===== config.mk =====
export PLATFORM = sky130hd
export DESIGN_NAME = pipeline_stage_sequencer
export DESIGN_NICKNAME = d
export VERILOG_FILES = /design/src/rtl/pipeline_stage_sequencer_pkg.sv /design/src/rtl/pipeline_stage_slot.sv /design/src/rtl/pipeline_stage_sequencer.sv
export SDC_FILE = /design/constraint.sdc
export NUM_CORES = 1
export LEC_CHECK = 0
export CORE_MARGIN = 4
export CORE_UTILIZATION = 44
export DETAILED_ROUTE_END_ITERATION = 12
export GPL_ROUTABILITY_DRIVEN = 0
export GPL_TIMING_DRIVEN = 0
export PLACE_DENSITY = 0.8
export SETUP_SLACK_MARGIN = 0.2
export SYNTH_ARGS = -nofsm -noshare
export SYNTH_HDL_FRONTEND = slang
export SYNTH_SLANG_ARGS = --single-unit
export TNS_END_PERCENT = 10

===== constraint.sdc =====
create_clock -name clk -period 3.7 [get_ports clk]
set_clock_uncertainty 0.15 [all_clocks]
set_input_delay 0.37 -clock clk [delete_from_list [all_inputs] [get_ports clk]]
set_output_delay 0.37 -clock clk [all_outputs]
set_load 0.02 [all_outputs]

===== src/rtl/pipeline_stage_sequencer_pkg.sv =====
// Shared defaults and sizing helpers for the pipeline stage sequencer.
package pipeline_stage_sequencer_pkg;

    localparam int DEFAULT_N_STAGES         = 5;
    localparam int DEFAULT_STATE_VARS_WIDTH = 8;

    // Wide enough to hold every count from 0 to n_stages inclusive.
    function automatic int occ_width(input int n_stages);
        return $clog2(n_stages + 1);
    endfunction

endpackage


===== src/rtl/pipeline_stage_slot.sv =====
// One stage register: flush > load > vacate-clear > write-back > hold.
// Latency 1; no backpressure of its own, the parent decides load/vacate.
module pipeline_stage_slot
    import pipeline_stage_sequencer_pkg::*;
#(
    parameter int W = DEFAULT_STATE_VARS_WIDTH
) (
    input  logic         clk,
    input  logic         i_rst_n,
    input  logic         i_flush,
    input  logic         i_load,
    input  logic [W-1:0] i_load_vars,
    input  logic         i_vacate,
    input  logic         i_wr_en,
    input  logic [W-1:0] i_wr_data,
    output logic         o_valid,
    output logic [W-1:0] o_vars
);

    logic         r_valid;
    logic [W-1:0] r_vars;

    always_ff @(posedge clk or negedge i_rst_n) begin
        if (!i_rst_n) begin
            r_valid <= 1'b0;
            r_vars  <= '0;
        end else if (i_flush) begin
            r_valid <= 1'b0;
            r_vars  <= '0;
        end else if (i_load) begin
            r_valid <= 1'b1;
            r_vars  <= i_load_vars;
        end else if (i_vacate) begin
            r_valid <= 1'b0;
            r_vars  <= '0;
        end else if (r_valid && i_wr_en) begin
            // Write-back only lands on a live entry; empty slots stay zero.
            r_vars  <= i_wr_data;
        end
    end

    assign o_valid = r_valid;
    assign o_vars  = r_vars;

endmodule


===== src/rtl/pipeline_stage_sequencer.sv =====
// Bubble-free chain of N stage slots; entry reaches stage 0 one edge after accept.
// A stage advances only when the next one is empty or vacating; in_ready drops when stage 0 is stuck or on flush.
module pipeline_stage_sequencer
    import pipeline_stage_sequencer_pkg::*;
#(
    parameter int N_STAGES         = DEFAULT_N_STAGES,
    parameter int STATE_VARS_WIDTH = DEFAULT_STATE_VARS_WIDTH
) (
    input  logic                                   clk,
    input  logic                                   rst,
    input  logic                                   flush,
    input  logic [STATE_VARS_WIDTH-1:0]            in_vars,
    input  logic                                   in_valid,
    output logic                                   in_ready,
    input  logic [N_STAGES-1:0]                    stage_done,
    input  logic [N_STAGES-1:0]                    stage_wr_en,
    input  logic [N_STAGES*STATE_VARS_WIDTH-1:0]   stage_wr_data,
    output logic [N_STAGES*STATE_VARS_WIDTH-1:0]   stage_vars,
    output logic [N_STAGES-1:0]                    stage_valid,
    output logic [STATE_VARS_WIDTH-1:0]            out_vars,
    output logic                                   out_valid,
    input  logic                                   out_ready,
    output logic [occ_width(N_STAGES)-1:0]         occupancy
);

    localparam int W     = STATE_VARS_WIDTH;
    localparam int OCC_W = occ_width(N_STAGES);

    logic [N_STAGES-1:0]   w_valid;
    logic [N_STAGES-1:0]   w_adv;
    logic [N_STAGES-1:0]   w_load;
    logic [N_STAGES*W-1:0] w_vars;
    logic [N_STAGES*W-1:0] w_load_vars;
    logic                  w_accept;
    logic [OCC_W-1:0]      r_occupancy;

    // Evaluated tail-first so a full pipeline with all done bits set moves as one.
    always_comb begin
        w_adv = '0;
        w_adv[N_STAGES-1] = w_valid[N_STAGES-1] & stage_done[N_STAGES-1] & out_ready;
        for (int i = N_STAGES - 2; i >= 0; i--) begin
            w_adv[i] = w_valid[i] & stage_done[i] & (~w_valid[i+1] | w_adv[i+1]);
        end
    end

    assign in_ready = (~w_valid[0] | w_adv[0]) & ~flush;
    assign w_accept = in_valid & in_ready;

    // A write-back issued in the same cycle as an advance rides along to the next slot.
    always_comb begin
        w_load      = '0;
        w_load_vars = '0;
        w_load[0]          = w_accept;
        w_load_vars[0+:W]  = in_vars;
        for (int i = 1; i < N_STAGES; i++) begin
            w_load[i]          = w_adv[i-1];
            w_load_vars[i*W+:W] = stage_wr_en[i-1] ? stage_wr_data[(i-1)*W+:W]
                                                   : w_vars[(i-1)*W+:W];
        end
    end

    for (genvar g = 0; g < N_STAGES; g++) begin : g_slot
        pipeline_stage_slot #(.W(W)) u_slot (
            .clk         (clk),
            .i_rst_n     (rst),
            .i_flush     (flush),
            .i_load      (w_load[g]),
            .i_load_vars (w_load_vars[g*W+:W]),
            .i_vacate    (w_adv[g]),
            .i_wr_en     (stage_wr_en[g]),
            .i_wr_data   (stage_wr_data[g*W+:W]),
            .o_valid     (w_valid[g]),
            .o_vars      (w_vars[g*W+:W])
        );
    end

    // Internal advances never change the count; only accept and drain do.
    always_ff @(posedge clk or negedge rst) begin
        if (!rst) begin
            r_occupancy <= '0;
        end else if (flush) begin
            r_occupancy <= '0;
        end else begin
            r_occupancy <= r_occupancy + OCC_W'(w_accept) - OCC_W'(w_adv[N_STAGES-1]);
        end
    end

    assign stage_valid = w_valid;
    assign stage_vars  = w_vars;
    assign out_vars    = w_vars[(N_STAGES-1)*W+:W];
    assign out_valid   = w_valid[N_STAGES-1] & stage_done[N_STAGES-1];
    assign occupancy   = r_occupancy;

endmodule

==> flow_summary.yaml, run 1 <==
run_status:
  outcome: "completed"
power_and_ir_drop:
  p_int_uw: 999.9
  p_seq_share_pct: 41.9
  p_sw_share_pct: 30.46
  ir_drop_uv: 193.4
  p_total_uw: 1438
  p_leak_uw: 0.001923
  combinationalPowerShare_pct: 31.3
  p_clk_share_pct: 26.8
  power.switching_uw: 438.1
  p_per_area_nw_per_um2: 315.6
worst_setup_path:
  r2r_slack_ns: 0.59
  endpoint_kind: "flip-flop"
  r2r-start: "g_slot[1].u_slot.o_valid$_DFFE_PN0P_"
  crit_end: "occupancy[2]$_DFF_PN0_"
  worst-path-stages: 12
  crit_chain: "clkdlybuf4s50_1, nor2b_1, nand2b_1, a221oi_2, inv_1, ha_1, inv_1, ha_1, inv_1, fa_1, xnor2_1, nor2_1"
  crit_path_start: "stage_done[1]"
  startpoint_type: "input port"
  cp_max_fo: 9
  r2r-end: "occupancy[2]$_DFF_PN0_"
  crit_type: "input port to flip-flop"
  reg2reg_depth: 12
  crit_family: "buffers and inverters"
  cp.arrival_ns: 3.22
  slowest_stage: "a221oi_2"
  worstPathRequired_ns: 3.74
  max_stage_delay_ns: 0.66
  worst-path-buf-inv: 4
  cp_common_cell: "inv_1"
synthesis:
  ys.flop_type: "dfrtp_1"
  synth_edf_count: 0
  syn-cell-area_um2: 3127
  synth_simple_gate_area_share_pct: 13.17
  synthArstFlopShare_pct: 100.0
  yosys.area.top_type: "dfrtp_1"
  ys_seq_area_share_pct: 38.42
  synth_compound_area_share_pct: 24.65
  synthTopCellsByCount: "dfrtp_1, nand2_1, mux2i_1, nor2_1, inv_1"
  synth_fa_ha_area_share_pct: 1.441
  synth_mux_area_share_pct: 13.77
  ys_warn_count: 0
  yosys-top-cells-area: "dfrtp_1, mux2i_1, o311ai_2"
  synth_seq_cells: 48
  synthCells: 308
  synth_top_family_by_area: "compound AO/OA/AOI/OAI gates"
  synthMostInstantiatedCell: "dfrtp_1"
  synth.avg_cell_area_um2: 10.15
  synth_top_cell_area_share_pct: 38.42
  synthXorXnorAreaFrac_pct: 0.5602
  yosys.cell_types.count: 49
  mappedNetlistNets: 374
finish:
  drive_gt1_share_pct: 16.55
  nFillCells: 590
  nets: 500
  finalInstanceArea_um2: 4557
  area_growth_pct: 45.74
  final_core_util_pct: 66.70
drt:
  remaining_drc_errors: 0
  via_count: 2859
  wl_per_cell_um: 16.66
  ant_nets: 0
  finalWirelength_um: 8864
  drt_iter0_markers: 127
  dr.pass1.iters: 4
  vias_per_cell: 5.374
sta:
  timing.fmax_mhz: 314.4
  period_needed_ns: 3.180
  fin_ws_ns: 0.5196
  hold_viol: 0
  setup_tns_ns: 0
  finalMaxSlewViolations: 0
  setup_viol: 0
  fin_crit_sh_pct: 85.96
  rsz0062_at_grt: "no"
  worst_pin_slew_ns: 0.7365
  relSlewSlack_pct: 50.90
global_route:
  grt_pass1_wl_um: 14550
  grt_pass1_vias: 3035
  antenna_found_initial: 1
  grt_usage_pct: 21.19
  grt_overflow: 0
  grt_max_degree: 33
placement:
  dp_hpwl_um: 7100
  port_buffers: 117
  place_ws_ns: 0.1666
  placed_area_um2: 4433
floorplanning:
  chipHeight_um: 92.30
  io_pins: 121
  coreArea_um2: 6832
  die_w_um: 92.30
  die_area_um2: 8519
  initial_core_util_pct: 45.77
  rows: 30
cts:
  ctsResizeCount: 0
  cts_setup_buffers: 0
  htree_levels: 2
  cts_tree: "done"
  cts_root_buf: "clkbuf_8"
  clk_latency_ns: 0.31
  clk_pin_slew_worst_paths_ns: 0.10
  clock_sinks: 48
  numCtsBuffers: 5
  clockBufferDepth: 2
job:
  drv_cap: 0
hold_path:
  hold_class: "input port to asynchronous set/reset pin"
per-stage QoR:
stage                     hold WS [ns]  instances
after detailed placement        0.1826        522
after global placement          0.3538        521
after global routing            0.4076        532
final                           0.3744        532
after floorplan               -0.07559        308
after CTS                       0.3806        531
state kept, by name (all words and copies together) (netlist names):
| register | cells |
|---|---|
| g_slot.u_slot.o_vars | 40 |
| occupancy | 3 |
| g_slot.u_slot.o_valid | 5 |
kinds of logic (layout without fill, tap and decap cells):
kind of cell | after synthesis | count (layout)
AOI/OAI and AO/OA | 82 | 82
xor gates and xnor gates | 2 | 2
adders and majority gates | 3 | 3
buffers and inverters | 48 | 175
DFF | 48 | 48
muxes | 41 | 41
other | 0 | 1
and+or+nand+nor | 84 | 84
cells in the final DEF (no fill, tap or decap), types with 3 or more instances in the layout:
master           instances
nand2b_1                 5
a22oi_1                  9
o21a_1                  10
o2bb2ai_1                9
or2_1                    3
clkbuf_1                 4
clkdlybuf4s50_1        116
nor2_1                  23
buf_4                   14
a21oi_1                 16
mux2_1                   8
o221ai_2                 7
o22ai_1                 10
mux2i_1                 25
mux2_2                   8
o311ai_2                 8
nand2_1                 32
dfrtp_1                 48
nor2b_1                  6
inv_1                   20
buf_2                    9
clkbuf_8                 5
power groups by stage:
stage	clock (uW)	sequential (uW)	combinational, uW
after detailed placement	0	612	452
after floorplan	0	658	175
after global routing	417	609	481
after CTS	397	602	454
final	386	602	450
after global placement	0	610	441
area by class of cell:
cell class / count / area, um2 / area share (%)
clock buffer: 5 / 68.82 / 1.510
buffer: 27 / 171.4 / 3.762
antenna: 1 / 2.502 / 0.05491
clock inverter: 3 / 42.54 / 0.9336
multi-input combinational: 212 / 1675 / 36.77
inverter: 21 / 78.83 / 1.730
tap: 96 / 120.1 / 2.636
timing repair buffer: 119 / 1196 / 26.25
sequential: 48 / 1201 / 26.36
routing by layer:
metal,vias to the layer above,GRT usage [%],wire length (um)
li1,1347,-,-
met1,1417,25.66,3736
met2,77,37.64,4528
met3,18,3.249,340
met4,0,8.168,260
met5,-,0,0
worst register-to-register path: stages (launching register included):
cell      delay, ns
dfrtp_1        0.39
buf_2          0.18
nor2b_1        0.17
nand2b_1       0.19
a221oi_2       0.66
inv_1          0.12
ha_1           0.31
inv_1          0.05
ha_1           0.13
inv_1          0.05
fa_1           0.37
xnor2_1        0.18
nor2_1         0.06
repair_timing:
item,in CTS,in global routing
endpoints found under the setup margin,0,0
hold endpoints to repair,16,0
hold buffers,1,0
worst min path at each step:
stage / startpoint / endpoint / depth (start not counted)
6_report: rst / g_slot[4].u_slot.o_vars[5]$_DFFE_PN0P_ / 2
5_1_grt: g_slot[2].u_slot.o_vars[7]$_DFFE_PN0P_ / g_slot[2].u_slot.o_vars[7]$_DFFE_PN0P_ / 1
4_1_cts: rst / g_slot[4].u_slot.o_vars[5]$_DFFE_PN0P_ / 2
3_5_place_dp: rst / g_slot[4].u_slot.o_vars[5]$_DFFE_PN0P_ / 1
3_3_place_gp: g_slot[4].u_slot.o_vars[0]$_DFFE_PN0P_ / g_slot[4].u_slot.o_vars[0]$_DFFE_PN0P_ / 1
2_1_floorplan: rst / g_slot[0].u_slot.o_valid$_DFFE_PN0P_ / 0
No activity file was read; power rests on OpenSTA's default activity.
==> run 2, diff against run 1 <==
--- a/config.mk
+++ b/config.mk
@@ -6,11 +6,11 @@
 export NUM_CORES = 1
 export LEC_CHECK = 0
 export CORE_MARGIN = 4
-export CORE_UTILIZATION = 44
+export CORE_UTILIZATION = 40
 export DETAILED_ROUTE_END_ITERATION = 12
 export GPL_ROUTABILITY_DRIVEN = 0
-export GPL_TIMING_DRIVEN = 0
-export PLACE_DENSITY = 0.8
+export PLACE_DENSITY = 0.77
+export RECOVER_POWER = 50
 export SETUP_SLACK_MARGIN = 0.2
 export SYNTH_ARGS = -nofsm -noshare
 export SYNTH_HDL_FRONTEND = slang
==> constraint.sdc (replaced) <==
create_clock -name clk -period 2.7 [get_ports clk]
set_clock_uncertainty 0.15 [all_clocks]
set_input_delay 0.27 -clock clk [delete_from_list [all_inputs] [get_ports clk]]
set_output_delay 0.27 -clock clk [all_outputs]
set_load 0.02 [all_outputs]
==> flow_summary.yaml, run 2 (synthesis gave the netlist of run 1 again) <==
run_status:
  outcome: "finished, violations left"
  violations: "max-capacitance violations, max-slew violations"
worst_setup_path:
  crit_type: "input port to flip-flop"
  cp_max_fo: 2
  worstPathRequired_ns: 2.72
  endpoint_kind: "flip-flop"
  startpoint_type: "input port"
  cp.arrival_ns: 2.46
cts:
  cts_root_buf: "clkbuf_8"
  cts_tree: "done"
  clockBufferDepth: 2
  clk_pin_slew_worst_paths_ns: 0.08
  numCtsBuffers: 5
  htree_levels: 2
  clock_sinks: 48
  clk_latency_ns: 0.30
finish:
  largest_reg_flops: 40
  final_common_cell: "clkdlybuf4s50_1"
  drive_gt1_share_pct: 17.28
  n_antenna_cell: 0
  area_growth_pct: 47.66
  finalInstanceArea_um2: 4617
  final_cell_mix: "clkdlybuf4s50_1, dfrtp_1, nand2_1, dlygate4sd3_1, mux2i_1"
  nets: 499
floorplanning:
  initial_core_util_pct: 42.21
  die_area_um2: 9296
  coreArea_um2: 7408
  rows: 31
  die_w_um: 96.42
  io_pins: 121
  chipHeight_um: 96.42
job:
  drv_cap: 1
sta:
  timing.fmax_mhz: 411.2
  finalMaxSlewViolations: 28
  hold_viol: 0
  setup_viol: 0
  fin_crit_sh_pct: 90.07
  rsz0062_at_grt: "no"
  relSlewSlack_pct: -5.072
  period_needed_ns: 2.432
  worst_pin_slew_ns: 1.576
  fin_ws_ns: 0.2682
drt:
  vias_per_cell: 5.285
  remaining_drc_errors: 0
  via_count: 2817
  wl_per_cell_um: 16.58
  dr.pass1.iters: 4
  ant_nets: 0
  finalWirelength_um: 8836
  drt_iter0_markers: 101
hold_path:
  hold_class: "input port to flip-flop"
placement:
  port_buffers: 120
  placed_area_um2: 4469
  place_ws_ns: -0.05313
  dp_hpwl_um: 7151
global_route:
  grt_pass1_vias: 2850
  grt_pass1_wl_um: 13930
  grt_usage_pct: 19.29
  grt_max_degree: 28
  grt_overflow: 0
  antenna_found_initial: 0
power_and_ir_drop:
  ir_drop_uv: 293.5
  p_leak_uw: 0.001980
  p_per_area_nw_per_um2: 422.4
[run 2: cell types whose count changed in the layout (fill, tap and decap cells not counted), moves of 7 or more]
cell,delta
buf_4,+7
buf_2,-9
clkdlybuf4s50_1,-25
dlygate4sd3_1,+25
[run 2: layout make-up]
type / count / area, um2
clock buffers: 5 / 68.82
flip-flops and latches: 48 / 1201
multi-input cells: 212 / 1717
inverters: 21 / 78.83
fillers: 652 / 2791
well taps: 99 / 123.9
clock inverters: 3 / 42.54
repair buffers: 145 / 1385
[run 2: per-layer routing]
layer  GRT usage (%)  vias up  part of all wire, %
met3           3.873       10                  5.5
met2           31.11       98                   49
met1           26.61     1361                   45
met4           4.790        0                  1.1
met5               0        -                    0
li1                -     1348                    -
[run 2: final timing paths]
path	cells past startpoint	to	startpoint	slack, ns
setup reg to reg	10	occupancy[1]$_DFF_PN0_	g_slot[1].u_slot.o_valid$_DFFE_PN0P_	0.33
min in group asynchronous	3	g_slot[4].u_slot.o_vars[0]$_DFFE_PN0P_	rst	0.69
max in group asynchronous	3	g_slot[4].u_slot.o_valid$_DFFE_PN0P_	rst	0.60
hold / removal	4	g_slot[4].u_slot.o_valid$_DFFE_PN0P_	stage_done[3]	0.24
hold reg to reg	1	g_slot[4].u_slot.o_vars[2]$_DFFE_PN0P_	g_slot[4].u_slot.o_vars[2]$_DFFE_PN0P_	0.37
setup / recovery	11	occupancy[1]$_DFF_PN0_	out_ready	0.27
[run 2: through the flow]
step	TNS [ns]	utilization, %	total power, uW	std cells	hold slack [ns]
after detailed placement	-0.07285	60.33	1461	522	0.1278
final	0	62.32	1950	533	0.2402
after global routing	0	62.32	2055	533	0.2987
after CTS	0	61.95	1984	531	0.3385
after floorplan	0	-	1146	308	-0.1756
after global placement	0	60.33	1449	522	0.1377
[run 2: power breakdown]
group          switching (uW)  internal, uW  total, uW  leakage [uW]
Clock                     245           274        520     0.0000541
Sequential               46.3           777        823      0.000621
Combinational             299           309        607       0.00130
Total                     590          1360       1950       0.00198
[run 2: worst max-delay path, stage by stage]
cell,delay (ns)
dlygate4sd3_1,0.54
and2_4,0.15
o211ai_2,0.12
a221oi_4,0.25
inv_1,0.07
ha_1,0.28
inv_2,0.05
ha_1,0.13
inv_1,0.05
fa_2,0.51
nor2_1,0.04
[run 2: repair_timing]
item	CTS	global route
hold buffers	1	0
hold endpoints to repair	48	0
pin swaps	0	1
gates cloned	0	0
endpoints found under the setup margin	1	2
resized for setup	1	6
setup buffers	0	2
==> run 3, diff against run 2 <==
--- a/config.mk
+++ b/config.mk
@@ -6,10 +6,11 @@
 export NUM_CORES = 1
 export LEC_CHECK = 0
 export CORE_MARGIN = 4
-export CORE_UTILIZATION = 40
+export CORE_UTILIZATION = 41
+export CTS_BUF_LIST = sky130_fd_sc_hd__clkbuf_8
 export DETAILED_ROUTE_END_ITERATION = 12
 export GPL_ROUTABILITY_DRIVEN = 0
-export PLACE_DENSITY = 0.77
+export PLACE_DENSITY = 0.79
 export RECOVER_POWER = 50
 export SETUP_SLACK_MARGIN = 0.2
 export SYNTH_ARGS = -nofsm -noshare
==> flow_summary.yaml, run 3 (synthesis gave the netlist of run 1 again) <==
run_status:
  outcome: "completed"
power_and_ir_drop:
  combinationalPowerShare_pct: 30.3
  power.switching_uw: 591.1
  ir_drop_uv: 285.4
  p_int_uw: 1412
  p_clk_share_pct: 28.6
  p_per_area_nw_per_um2: 433.4
  p_total_uw: 2003
  p_leak_uw: 0.001971
  p_seq_share_pct: 41.1
  p_sw_share_pct: 29.50
cts:
  clockBufferDepth: 2
  clk_pin_slew_worst_paths_ns: 0.09
  cts_tree: "done"
  numCtsBuffers: 5
  cts_root_buf: "clkbuf_8"
  htree_levels: 2
  clk_latency_ns: 0.30
  clock_sinks: 48
sta:
  finalMaxSlewViolations: 0
  worst_pin_slew_ns: 1.158
  period_needed_ns: 2.442
  fin_crit_sh_pct: 90.45
  timing.fmax_mhz: 409.5
  hold_viol: 0
  relSlewSlack_pct: 22.83
  setup_viol: 0
  rsz0062_at_grt: "no"
floorplanning:
  chipHeight_um: 95.33
  io_pins: 121
  die_area_um2: 9088
  die_w_um: 95.33
  rows: 31
  initial_core_util_pct: 42.65
  coreArea_um2: 7331
finish:
  nets: 497
  drive_gt1_share_pct: 16.90
  final_core_util_pct: 63.07
  final_cells: 531
  final_cell_mix: "clkdlybuf4s50_1, dfrtp_1, nand2_1, mux2i_1, dlygate4sd3_1"
  largest_reg_flops: 40
  area_growth_pct: 47.86
  nFillCells: 604
  final_common_cell: "clkdlybuf4s50_1"
  n_antenna_cell: 0
drt:
  finalWirelength_um: 8913
  dr.pass1.iters: 4
  ant_nets: 0
  via_count: 2776
  wl_per_cell_um: 16.79
  remaining_drc_errors: 0
  vias_per_cell: 5.228
  drt_iter0_markers: 109
global_route:
  grt_usage_pct: 20.14
  grt_max_degree: 30
  grt_pass1_wl_um: 14250
  grt_overflow: 0
  grt_pass1_vias: 2872
  antenna_found_initial: 0
worst_setup_path:
  r2r_slack_ns: 0.30
  worstPathRequired_ns: 2.74
  r2r-end: "occupancy[1]$_DFF_PN0_"
  cp.arrival_ns: 2.49
  cp_max_fo: 2
  endpoint_kind: "flip-flop"
  r2r-start: "g_slot[3].u_slot.o_valid$_DFFE_PN0P_"
  crit_type: "input port to flip-flop"
  startpoint_type: "input port"
  reg2reg_depth: 10
hold_path:
  hold_class: "flip-flop to flip-flop"
  hold_depth: 1
  hp-start: "g_slot[4].u_slot.o_vars[1]$_DFFE_PN0P_"
  whs_endpoint: "g_slot[4].u_slot.o_vars[1]$_DFFE_PN0P_"
job:
  drv_cap: 0
placement:
  dp_cells: 520
  port_buffers: 120
  dp_hpwl_um: 7222
## run 3: power groups by stage
stage          logic (uW)  registers, uW  clock network (uW)
2_1_floorplan         244            902                   0
3_3_place_gp          613            835                   0
4_1_cts               626            825                 581
5_1_grt               650            833                 621
6_report              607            823                 573
3_5_place_dp          623            838                   0
## run 3: what timing repair did
action | CTS | global route
endpoints found under the setup margin | 1 | 3
pin swaps | 0 | 1
buffers inserted | 0 | 2
hold buffers | 1 | 0
gates resized for setup | 1 | 6
endpoints found under the hold margin | 19 | 0
## run 3: final cells by class
class / instances / area, um2 / area share, %
clock buffers: 7 / 96.34 / 2.084
clock inverters: 1 / 30.03 / 0.6495
inverters: 21 / 78.83 / 1.705
multi-input cells: 212 / 1709 / 36.97
flip-flops and latches: 48 / 1204 / 26.04
well taps: 99 / 123.9 / 2.679
repair buffers: 143 / 1381 / 29.88
## run 3: metrics by stage
stage	instance area (um2)	setup TNS, ns	hold slack, ns	worst slack [ns]
3_5_place_dp	4467	-0.09513	0.1079	-0.06772
3_3_place_gp	4467	0	0.1070	0.01846
5_1_grt	4623	0	0.3955	0.1227
4_1_cts	4602	0	0.3212	0.2427
6_report	4623	0	0.3651	0.2580
2_1_floorplan	3162	0	-0.1756	0.1850
## run 3: worst max path at each step
stage | startpoint | endpoint | slack, ns | cells past startpoint
final | out_ready | occupancy[1]$_DFF_PN0_ | 0.26 | 11
after global routing | out_ready | occupancy[1]$_DFF_PN0_ | 0.12 | 11
after CTS | g_slot[3].u_slot.o_valid$_DFFE_PN0P_ | occupancy[1]$_DFF_PN0_ | 0.24 | 10
after detailed placement | stage_done[4] | occupancy[1]$_DFF_PN0_ | -0.07 | 11
after global placement | stage_done[4] | occupancy[1]$_DFF_PN0_ | 0.02 | 11
after floorplan | g_slot[1].u_slot.o_valid$_DFFE_PN0P_ | occupancy[1]$_DFF_PN0_ | 0.19 | 11
## run 3: per-layer routing
layer | vias to the layer above | wire length, um | GRT usage [%]
met5 | - | 0 | 0
li1 | 1339 | - | -
met1 | 1362 | 3834 | 26.63
met3 | 8 | 454 | 4.025
met2 | 67 | 4551 | 34.29
met4 | 0 | 72 | 3.966
## run 3: critical path: stages
cell,delay (ns)
clkdlybuf4s50_1,0.47
and2_0,0.15
o211ai_1,0.18
a221oi_4,0.27
inv_1,0.07
ha_1,0.27
inv_1,0.05
ha_1,0.13
inv_1,0.05
fa_2,0.52
nor2_1,0.04
